[src/rtl/score_table_sequencer_if.sv]
// ============================================================================
// Module      : score_table_sequencer_if
// Description : Insert, entry-read and RAM port bundle for score_table_sequencer.
// Revision    : 1.0 - initial release
// ============================================================================
`default_nettype none

interface score_table_sequencer_if;
  logic        ins_req;
  logic [15:0] ins_userid;
  logic [15:0] ins_score;
  logic        ins_done;
  logic        ins_inserted;
  logic [3:0]  ins_rank;
  logic        rd_req;
  logic [3:0]  rd_idx;
  logic        rd_valid;
  logic [15:0] rd_userid;
  logic [15:0] rd_score;
  logic        busy;
  logic [15:0] address;
  logic [15:0] data;
  logic        wren;
  logic [15:0] ram_data;

  // Sequencer side
  modport slave (
    input  ins_req, ins_userid, ins_score, rd_req, rd_idx, ram_data,
    output ins_done, ins_inserted, ins_rank, rd_valid, rd_userid, rd_score,
           busy, address, data, wren
  );

  // Requester / RAM side
  modport master (
    output ins_req, ins_userid, ins_score, rd_req, rd_idx, ram_data,
    input  ins_done, ins_inserted, ins_rank, rd_valid, rd_userid, rd_score,
           busy, address, data, wren
  );
endinterface

`default_nettype wire

[src/rtl/score_table_sequencer.sv]
// ============================================================================
// Module      : score_table_sequencer
// Description : Keeps a sorted top-DEPTH high-score table in a single-port
//               RAM; arbitrates inserts and display entry reads.
// Revision    : 1.0 - initial release
// ============================================================================
`default_nettype none

module score_table_sequencer #(
  parameter int          DEPTH     = 8,
  parameter logic [15:0] BASE_ADDR = 16'h0000
) (
  input  logic                    clk,
  input  logic                    rst,
  score_table_sequencer_if.slave  bus
);

  localparam logic [4:0] LAST_CLR = 5'(2 * DEPTH - 1);
  localparam logic [4:0] LAST_IDX = 5'(DEPTH - 1);
  localparam logic [4:0] SH_START = 5'(DEPTH - 2);
  localparam logic [4:0] DEPTH_W  = 5'(DEPTH);

  typedef enum logic [4:0] {
    S_CLEAR,
    S_IDLE,
    S_RD_ID,
    S_RD_W1,
    S_RD_CID,
    S_RD_W2,
    S_RD_CSC,
    S_RD_DONE,
    S_SC_ADDR,
    S_SC_WAIT,
    S_SC_CAP,
    S_SH_ID,
    S_SH_W1,
    S_SH_CID,
    S_SH_W2,
    S_SH_CSC,
    S_SH_WSC,
    S_WR_ID,
    S_WR_SC,
    S_INS_DONE
  } state_t;

  state_t      state_q, state_d;
  logic [4:0]  cnt_q, cnt_d;
  logic [3:0]  pos_q, pos_d;
  logic [3:0]  ridx_q, ridx_d;
  logic [15:0] uid_q, uid_d;
  logic [15:0] score_q, score_d;
  logic [15:0] tmp_uid_q, tmp_uid_d;
  logic [15:0] tmp_sc_q, tmp_sc_d;
  logic [15:0] address_q, address_d;
  logic [15:0] data_q, data_d;
  logic        wren_q, wren_d;
  logic        ins_done_q, ins_done_d;
  logic        ins_inserted_q, ins_inserted_d;
  logic [3:0]  ins_rank_q, ins_rank_d;
  logic        rd_valid_q, rd_valid_d;
  logic [15:0] rd_userid_q, rd_userid_d;
  logic [15:0] rd_score_q, rd_score_d;

  // Word address of entry idx; sc selects the score word.
  function automatic logic [15:0] entry_addr(input logic [4:0] idx, input logic sc);
    return BASE_ADDR + {10'd0, idx, sc};
  endfunction

  always_ff @(posedge clk or negedge rst) begin
    if (!rst) begin
      state_q        <= S_CLEAR;
      cnt_q          <= 5'd0;
      pos_q          <= 4'd0;
      ridx_q         <= 4'd0;
      uid_q          <= 16'd0;
      score_q        <= 16'd0;
      tmp_uid_q      <= 16'd0;
      tmp_sc_q       <= 16'd0;
      address_q      <= BASE_ADDR;
      data_q         <= 16'd0;
      wren_q         <= 1'b0;
      ins_done_q     <= 1'b0;
      ins_inserted_q <= 1'b0;
      ins_rank_q     <= 4'd0;
      rd_valid_q     <= 1'b0;
      rd_userid_q    <= 16'd0;
      rd_score_q     <= 16'd0;
    end else begin
      state_q        <= state_d;
      cnt_q          <= cnt_d;
      pos_q          <= pos_d;
      ridx_q         <= ridx_d;
      uid_q          <= uid_d;
      score_q        <= score_d;
      tmp_uid_q      <= tmp_uid_d;
      tmp_sc_q       <= tmp_sc_d;
      address_q      <= address_d;
      data_q         <= data_d;
      wren_q         <= wren_d;
      ins_done_q     <= ins_done_d;
      ins_inserted_q <= ins_inserted_d;
      ins_rank_q     <= ins_rank_d;
      rd_valid_q     <= rd_valid_d;
      rd_userid_q    <= rd_userid_d;
      rd_score_q     <= rd_score_d;
    end
  end

  always_comb begin
    state_d        = state_q;
    cnt_d          = cnt_q;
    pos_d          = pos_q;
    ridx_d         = ridx_q;
    uid_d          = uid_q;
    score_d        = score_q;
    tmp_uid_d      = tmp_uid_q;
    tmp_sc_d       = tmp_sc_q;
    address_d      = address_q;
    data_d         = data_q;
    wren_d         = 1'b0;
    ins_done_d     = 1'b0;
    ins_inserted_d = ins_inserted_q;
    ins_rank_d     = ins_rank_q;
    rd_valid_d     = 1'b0;
    rd_userid_d    = rd_userid_q;
    rd_score_d     = rd_score_q;

    unique case (state_q)
      S_CLEAR: begin
        address_d = BASE_ADDR + {11'd0, cnt_q};
        data_d    = 16'd0;
        wren_d    = 1'b1;
        if (cnt_q == LAST_CLR) begin
          cnt_d   = 5'd0;
          state_d = S_IDLE;
        end else begin
          cnt_d = cnt_q + 5'd1;
        end
      end

      S_IDLE: begin
        if (bus.rd_req) begin
          ridx_d = bus.rd_idx;
          if ({1'b0, bus.rd_idx} >= DEPTH_W) begin
            rd_userid_d = 16'd0;
            rd_score_d  = 16'd0;
            rd_valid_d  = 1'b1;
            state_d     = S_RD_DONE;
          end else begin
            state_d = S_RD_ID;
          end
        end else if (bus.ins_req) begin
          uid_d   = bus.ins_userid;
          score_d = bus.ins_score;
          cnt_d   = 5'd0;
          state_d = S_SC_ADDR;
        end
      end

      S_RD_ID: begin
        address_d = entry_addr({1'b0, ridx_q}, 1'b0);
        state_d   = S_RD_W1;
      end
      S_RD_W1: state_d = S_RD_CID;
      S_RD_CID: begin
        tmp_uid_d = bus.ram_data;
        address_d = entry_addr({1'b0, ridx_q}, 1'b1);
        state_d   = S_RD_W2;
      end
      S_RD_W2: state_d = S_RD_CSC;
      S_RD_CSC: begin
        rd_userid_d = tmp_uid_q;
        rd_score_d  = bus.ram_data;
        rd_valid_d  = 1'b1;
        state_d     = S_RD_DONE;
      end
      S_RD_DONE: state_d = S_IDLE;

      S_SC_ADDR: begin
        address_d = entry_addr(cnt_q, 1'b1);
        state_d   = S_SC_WAIT;
      end
      S_SC_WAIT: state_d = S_SC_CAP;
      S_SC_CAP: begin
        // Strict compare: an equal score ranks below the entry already there.
        if (score_q > bus.ram_data) begin
          pos_d = cnt_q[3:0];
          if (cnt_q == LAST_IDX) begin
            state_d = S_WR_ID;
          end else begin
            cnt_d   = SH_START;
            state_d = S_SH_ID;
          end
        end else if (cnt_q == LAST_IDX) begin
          ins_done_d     = 1'b1;
          ins_inserted_d = 1'b0;
          ins_rank_d     = DEPTH_W[3:0];
          state_d        = S_INS_DONE;
        end else begin
          cnt_d   = cnt_q + 5'd1;
          state_d = S_SC_ADDR;
        end
      end

      S_SH_ID: begin
        address_d = entry_addr(cnt_q, 1'b0);
        state_d   = S_SH_W1;
      end
      S_SH_W1: state_d = S_SH_CID;
      S_SH_CID: begin
        tmp_uid_d = bus.ram_data;
        address_d = entry_addr(cnt_q, 1'b1);
        state_d   = S_SH_W2;
      end
      S_SH_W2: state_d = S_SH_CSC;
      S_SH_CSC: begin
        tmp_sc_d  = bus.ram_data;
        address_d = entry_addr(cnt_q + 5'd1, 1'b0);
        data_d    = tmp_uid_q;
        wren_d    = 1'b1;
        state_d   = S_SH_WSC;
      end
      S_SH_WSC: begin
        address_d = entry_addr(cnt_q + 5'd1, 1'b1);
        data_d    = tmp_sc_q;
        wren_d    = 1'b1;
        if (cnt_q == {1'b0, pos_q}) begin
          state_d = S_WR_ID;
        end else begin
          cnt_d   = cnt_q - 5'd1;
          state_d = S_SH_ID;
        end
      end

      S_WR_ID: begin
        address_d = entry_addr({1'b0, pos_q}, 1'b0);
        data_d    = uid_q;
        wren_d    = 1'b1;
        state_d   = S_WR_SC;
      end
      S_WR_SC: begin
        address_d      = entry_addr({1'b0, pos_q}, 1'b1);
        data_d         = score_q;
        wren_d         = 1'b1;
        ins_done_d     = 1'b1;
        ins_inserted_d = 1'b1;
        ins_rank_d     = pos_q;
        state_d        = S_INS_DONE;
      end
      S_INS_DONE: state_d = S_IDLE;

      default: begin
        cnt_d   = 5'd0;
        state_d = S_CLEAR;
      end
    endcase
  end

  assign bus.address      = address_q;
  assign bus.data         = data_q;
  assign bus.wren         = wren_q;
  assign bus.ins_done     = ins_done_q;
  assign bus.ins_inserted = ins_inserted_q;
  assign bus.ins_rank     = ins_rank_q;
  assign bus.rd_valid     = rd_valid_q;
  assign bus.rd_userid    = rd_userid_q;
  assign bus.rd_score     = rd_score_q;
  assign bus.busy         = (state_q != S_IDLE);

endmodule

`default_nettype wire
[src/flat_wrapper.sv]
// flat-port wrapper written by rule: the top's interface ports become plain ports
module score_table_sequencer_flat 
#(
  parameter int          DEPTH     = 8,
  parameter logic [15:0] BASE_ADDR = 16'h0000
)
  (clk, rst, bus_ins_req, bus_ins_userid, bus_ins_score, bus_rd_req, bus_rd_idx, bus_ram_data, bus_ins_done, bus_ins_inserted, bus_ins_rank, bus_rd_valid, bus_rd_userid, bus_rd_score, bus_busy, bus_address, bus_data, bus_wren);
  score_table_sequencer_if bus_i ();
  input  logic clk;
  input  logic rst;
  input wire logic [$bits(bus_i.ins_req)-1:0] bus_ins_req;
  input wire logic [$bits(bus_i.ins_userid)-1:0] bus_ins_userid;
  input wire logic [$bits(bus_i.ins_score)-1:0] bus_ins_score;
  input wire logic [$bits(bus_i.rd_req)-1:0] bus_rd_req;
  input wire logic [$bits(bus_i.rd_idx)-1:0] bus_rd_idx;
  input wire logic [$bits(bus_i.ram_data)-1:0] bus_ram_data;
  output wire logic [$bits(bus_i.ins_done)-1:0] bus_ins_done;
  output wire logic [$bits(bus_i.ins_inserted)-1:0] bus_ins_inserted;
  output wire logic [$bits(bus_i.ins_rank)-1:0] bus_ins_rank;
  output wire logic [$bits(bus_i.rd_valid)-1:0] bus_rd_valid;
  output wire logic [$bits(bus_i.rd_userid)-1:0] bus_rd_userid;
  output wire logic [$bits(bus_i.rd_score)-1:0] bus_rd_score;
  output wire logic [$bits(bus_i.busy)-1:0] bus_busy;
  output wire logic [$bits(bus_i.address)-1:0] bus_address;
  output wire logic [$bits(bus_i.data)-1:0] bus_data;
  output wire logic [$bits(bus_i.wren)-1:0] bus_wren;
  assign bus_i.ins_req = bus_ins_req;
  assign bus_i.ins_userid = bus_ins_userid;
  assign bus_i.ins_score = bus_ins_score;
  assign bus_i.rd_req = bus_rd_req;
  assign bus_i.rd_idx = bus_rd_idx;
  assign bus_i.ram_data = bus_ram_data;
  assign bus_ins_done = bus_i.ins_done;
  assign bus_ins_inserted = bus_i.ins_inserted;
  assign bus_ins_rank = bus_i.ins_rank;
  assign bus_rd_valid = bus_i.rd_valid;
  assign bus_rd_userid = bus_i.rd_userid;
  assign bus_rd_score = bus_i.rd_score;
  assign bus_busy = bus_i.busy;
  assign bus_address = bus_i.address;
  assign bus_data = bus_i.data;
  assign bus_wren = bus_i.wren;
  score_table_sequencer #(.DEPTH(DEPTH), .BASE_ADDR(BASE_ADDR)) u_core (.clk(clk), .rst(rst), .bus(bus_i));
endmodule
[config.mk]
export PLATFORM = sky130hd
export DESIGN_NAME = score_table_sequencer_flat
export DESIGN_NICKNAME = d
export VERILOG_FILES = /design/src/rtl/score_table_sequencer_if.sv /design/src/rtl/score_table_sequencer.sv /design/src/flat_wrapper.sv
export SDC_FILE = /design/constraint.sdc
export NUM_CORES = 1
export LEC_CHECK = 0
export ABC_CLOCK_PERIOD_IN_PS = 3800
export CAP_MARGIN = 20
export CELL_PAD_IN_SITES_DETAIL_PLACEMENT = 2
export CELL_PAD_IN_SITES_GLOBAL_PLACEMENT = 2
export CORE_MARGIN = 4
export CORE_UTILIZATION = 34
export CTS_CLUSTER_DIAMETER = 80
export CTS_CLUSTER_SIZE = 16
export DETAILED_ROUTE_END_ITERATION = 8
export HOLD_SLACK_MARGIN = 0.03
export PLACE_DENSITY_LB_ADDON = 0.1
export SETUP_SLACK_MARGIN = 0.2
export SLEW_MARGIN = 15
export SYNTH_ARGS = -nofsm -noshare
export SYNTH_HDL_FRONTEND = slang
export SYNTH_SLANG_ARGS = --single-unit
[constraint.sdc]
create_clock -name clk -period 3.8 [get_ports clk]
set_input_delay 0.57 -clock clk [delete_from_list [all_inputs] [get_ports clk]]
set_output_delay 0.57 -clock clk [all_outputs]
set_load 0.02 [all_outputs]
; Word level (Yosys, flattened, before mapping)
; Index checks and enable logic that the tools add are counted.
[op_classes]
n_addsub = 2
n_lt_le_gt_ge = 2
n_eq_ne = 33
n_mux = 36
bitwise_logic = 2
n_reduce_logical = 17
[op_table]
columns = operator, count
row1 = $pmux 16 s9, 1
row2 = $pmux 5 s19, 1
row3 = $pmux 16 s5, 1
row4 = $mux 5, 14
row5 = $pmux 16 s2, 2
row6 = $eq 5x4->1 const B, 9
row7 = $mux 16, 2
row8 = $eq 5x3->1 const B, 5
row9 = $pmux 5 s5, 1
row10 = $eq 5x5->1 const B, 4
row11 = $gt 16x16->1, 1
row12 = $reduce_or 16->1, 1
row13 = $ne 2x2->1 const B, 6
row14 = $eq 5x2->1 const B, 2
row15 = $reduce_and 3->1, 3
row16 = $reduce_bool 9->1, 1
row17 = $mux 4, 2
row18 = $pmux 4 s2, 1
row19 = $mux 1, 7
row20 = $ne 2x1->1 const B, 3
row21 = $pmux 1 s2, 3
row22 = $reduce_and 2->1, 3
row23 = $reduce_or 2->1, 3
row24 = $add 5x1->5 const B, 1
row25 = 13 further kinds, 15
[word_totals]
register_bits = 154
inputBits = 56
output_inout_bits = 73
elab_cells = 109

; Depth between registers and ports, before layout
; Gate-level depths: netlist (run 1).
[depth]
ltp_word = 4
depth_mapped = 13
depth_no_buf = 13

; Least setup slack after synthesis (run 1)
; No wires, ideal clock.
[synth_timing]
kind = input to register
start = in bus_ram_data[13]
end = reg u_core.state_q[1]
setup_time_ns = 0.137
t_arrival_ns = 2.729
required_ns = 3.663
slack_ns = 0.934
cell_stages = 13
path_buffers = 0
cell_sequence = inv_1 -> ha_1 -> a211oi_1 -> nor2_1 -> or4_4 -> o31ai_4 -> ha_1 -> nor2_1 -> nor2_1 -> nand2_1 -> o21ai_0 -> a22oi_1 -> o21ai_0
[synth_between]
elab_chain_cells = 3
[synth_lines]
columns = element, line_no
row1 = from (decl), flat_wrapper.sv:16  ; input wire logic [$bits(bus_i.ram_data)-1:0] bus_ram_data;
row2 = $gt 16x16->1, score_table_sequencer.sv:186  ; if (score_q > bus.ram_data) begin
row3 = $mux 5, score_table_sequencer.sv:186
row4 = $pmux 5 s19, score_table_sequencer.sv:128  ; unique case (state_q)
row5 = to (signal assigned), score_table_sequencer.sv:89  ; state_q <= state_d;
row6 = to (decl), score_table_sequencer.sv:46  ; state_t state_q, state_d;
; No other way between the ends.
; A chain may end at the register's enable or synchronous reset.

; Final worst setup path (run 1)
[layout_timing]
start = in bus_ram_data[14]
end = reg u_core.state_q[4]
; The elaborated chain is that of the path after synthesis.

==> results of run 1 <==
-- worst max-delay path, delay by kind of cell --
| kind | cells | cell delay [ns] |
|---|---|---|
| fa+ha+maj | 2 | 0.52 |
| buf+inv | 4 | 0.87 |
| compound gates | 2 | 0.75 |
| simple gates | 4 | 0.87 |
-- routing by layer --
metal | wire length [microns] | share of wire | vias up
met4 | 308 | 0.013 | 0
met5 | 0 | 0 | -
li1 | - | - | 2532
met1 | 10300 | 0.44 | 2969
met3 | 824 | 0.035 | 26
met2 | 11900 | 0.51 | 126
-- synth_stat cells, types with 4 or more instances --
cell and number:
buf_4 10, nor2b_1 5, or3_1 4, inv_1 30, buf_2 10, mux2_2 54, dfrtp_1 144, xnor2_1 6
a21o_1 7, nand2_1 58, nor2_1 35, o211ai_1 4, ha_1 23, nor3_1 8, a21oi_1 16, buf_1 5
o21ai_0 34, clkbuf_1 25, a22oi_1 35, xor2_1 5, nand3_1 23, a22o_1 34, mux2i_1 5
-- power breakdown --
group	internal [mW]	total (mW)	switching, mW
clock	0.869	1.64	0.766
sequential	2.14	2.72	0.576
combinational	1.31	2.85	1.54
total	4.32	7.20	2.88
-- through the flow --
step	hold slack (ns)	total power [mW]
6_report	0.207	7.20
3_3_place_gp	0.468	5.43
4_1_cts	0.273	7.30
2_1_floorplan	0.274	4.34
5_1_grt	0.281	7.70
3_5_place_dp	0.472	5.59
-- kinds of logic after synthesis --
group,Yosys count,synth area share
XOR/XNOR,11,0.0138
other,1,0.000538
AND/OR/NAND/NOR,163,0.113
flip-flops,144,0.517
multiplexers,59,0.0944
AO/OA/AOI/OAI,162,0.168
adder cells (fa/ha/maj),24,0.0427
buffers and inverters,81,0.0508
-- cell usage in the layout (no fill, tap or decap), types with 8 or more instances in the layout --
master / n
conb_1: 10
clkbuf_16: 17
nor3_1: 8
buf_4: 17
a22oi_1: 35
nand2_1: 58
a22o_1: 34
o21ai_0: 34
inv_1: 30
clkdlybuf4s50_1: 117
nand3_1: 23
a21oi_1: 16
ha_1: 23
nor2_1: 34
dfrtp_1: 144
mux2_2: 54
-- area by class of cell --
class                   count  area [sq um]  share of cell area
multi-input cells         429          3050               0.340
clock buffers              17           425              0.0473
clock inverters            15           144              0.0160
flip-flops and latches    144          3600               0.401
repair buffers            135          1310               0.146
well taps                 270           338              0.0376
inverters                  31           116              0.0129
-- final timing paths --
| check | start | endpoint | depth (start not counted) |
|---|---|---|---|
| max | bus_ram_data[14] | u_core.state_q[4]$_DFFE_PN0P_ | 12 |
| min reg2reg | u_core.bus.address[2]$_DFFE_PN0P_ | u_core.bus.address[2]$_DFFE_PN0P_ | 2 |
| max in group asynchronous | rst | u_core.bus.rd_score[12]$_DFFE_PN0P_ | 2 |
| max reg2reg | u_core.state_q[2]$_DFFE_PN0P_ | u_core.cnt_q[2]$_DFFE_PN0P_ | 6 |
| min in group clk | u_core.bus.address[2]$_DFFE_PN0P_ | u_core.bus.address[2]$_DFFE_PN0P_ | 2 |
| min | rst | u_core.uid_q[1]$_DFFE_PN0P_ | 1 |
-- flip-flops by register name, summed over array words and instances, names as in the netlist --
name	count
u_core.bus.address	6
u_core.bus.rd_score	16
u_core.uid_q	16
u_core.bus.rd_valid	1
u_core.bus.data	16
u_core.bus.ins_rank	4
u_core.bus.ins_done	1
u_core.ridx_q	4
u_core.cnt_q	5
u_core.tmp_uid_q	16
u_core.bus.wren	1
u_core.state_q	5
u_core.tmp_sc_q	16
u_core.pos_q	4
u_core.bus.ins_inserted	1
u_core.bus.rd_userid	16
u_core.score_q	16
==> results.yml, run 1 <==
worst_setup_path:
  crit_arrival_ns: 3.57
  critPathMostFrequentCell: "ha_1"
  end_kind: "flop"
  max_stage_delay_ns: 0.53
  r2r_slack_ns: 0.81
  critPathMaxFanout: 6
  critical_path_class: "input port to flop"
  crit_chain: "clkdlybuf4s50_1, inv_1, ha_1, nand4_2, nor2_1, or4_4, o31ai_4, buf_4, inv_2, ha_1, a2111oi_0, nand2_1"
  worstPathRequired_ns: 4.09
  cp-start-kind: "input port"
  cp_slowest_cell: "clkdlybuf4s50_1"
place:
  port_buffers: 118
  detailed_place.area_sq_um: 8420
  dp_cells: 1009
  dp_hpwl_microns: 16500
  dp_slack_ns: 0.108
  routabilityCongestion: 0.846
final_layout:
  drive_gt1_frac: 0.149
  fin_area_sq_um: 8990
  nFillCells: 2143
  utilization: 0.446
  final_nets: 837
  instances_no_fill: 1041
  diodes: 0
  syn_to_final_growth_pct: 28.9
global_route:
  grt_max_degree: 92
  overflow: 0
  use_met2: 0.359
  grt_pass1_vias: 6315
  grt_usage: 0.212
  antenna_found_initial: 0
  grt_first_pass_wirelength_microns: 37000
  grt-busiest-layer: "met2"
  met3_usage: 0.0377
  use_met1: 0.281
routing:
  drtIter0Drc: 324
  avgViaCountPerCell: 5.43
  routedWlPerCell_microns: 22.4
  routed_wl_microns: 23300
  vias: 5653
  drc_errors: 0
  drtAntennaViolNets: 0
  detail_route.first_pass.iterations: 4
yosys:
  async_reset_ff_frac: 1.00
  synth_edf_count: 0
  ys_warn_count: 0
  yosys-top-cells-area: "dfrtp_1 52%, mux2_2 8.7%, a22o_1 4.3%, ha_1 4.1%, a22oi_1 3.8%"
  synth_cells: 645
  synth_top_area_share: 0.517
  synth_ff_type: "dfrtp_1"
  synth_seq_cells: 144
  yosys.area.top_type: "dfrtp_1"
  avgSynthCellArea_sq_um: 10.8
  seq_area_frac_synth: 0.517
  syn_area_sq_um: 6970
  synth_cell_types: 65
clocking:
  postCtsSetupBuffers: 0
  clk_latency_ns: 0.42
  clock_sinks: 144
  cts.clk_slew.worst_paths_ns: 0.07
  tritoncts: "done"
  cts_resized: 0
  cts_made_buffers: 17
  clock_path_buffers: 2
  clockRootBuffer: "clkbuf_16"
  hold_buffers: 0
  h-tree-depth: 4
die:
  io_pins: 129
  die_area_sq_um: 22900
  die_w_microns: 151
  fp.dieH_microns: 151
  rows: 52
  core_sq_um: 20200
  start_util: 0.346
timing:
  tightest_slew_ns: 0.874
  fin_setup_tns_ns: 0
  fin_skew_ns: 0.00766
  hold_violations: 0
  period_needed_ns: 3.28
  max_freq_ghz: 0.305
  slew_headroom: 0.418
  fin_ws_ns: 0.518
  rsz0062_at_grt: "no"
  finalSetupViolCount: 0
  drv_slew: 0
  fin_crit_sh: 0.864
job:
  max_cap_violations: 0
min_path:
  hp-class: "input port to asynchronous set/reset pin"
status:
  status: "finished clean"
pwr:
  p_leak_nw: 4.04
  pwr_density_cell_nw_per_um2: 801
  ir_drop_mv: 0.297
(Power assumes the default switching activity.)
==> run 2, diff against run 1 <==
--- a/config.mk
+++ b/config.mk
@@ -14,6 +14,7 @@
 export CTS_CLUSTER_DIAMETER = 80
 export CTS_CLUSTER_SIZE = 16
 export DETAILED_ROUTE_END_ITERATION = 8
+export GPL_ROUTABILITY_DRIVEN = 0
 export HOLD_SLACK_MARGIN = 0.03
 export PLACE_DENSITY_LB_ADDON = 0.1
 export SETUP_SLACK_MARGIN = 0.2
==> results of run 2 <==
Final layout, timing and power as in run 1 (identical DEF).
==> run 3, diff against run 2 <==
--- a/config.mk
+++ b/config.mk
@@ -15,7 +15,7 @@
 export CTS_CLUSTER_SIZE = 16
 export DETAILED_ROUTE_END_ITERATION = 8
 export GPL_ROUTABILITY_DRIVEN = 0
-export HOLD_SLACK_MARGIN = 0.03
+export HOLD_SLACK_MARGIN = 0.05
 export PLACE_DENSITY_LB_ADDON = 0.1
 export SETUP_SLACK_MARGIN = 0.2
 export SLEW_MARGIN = 15
==> results of run 3 <==
Final layout, timing and power as in run 1 (identical DEF).
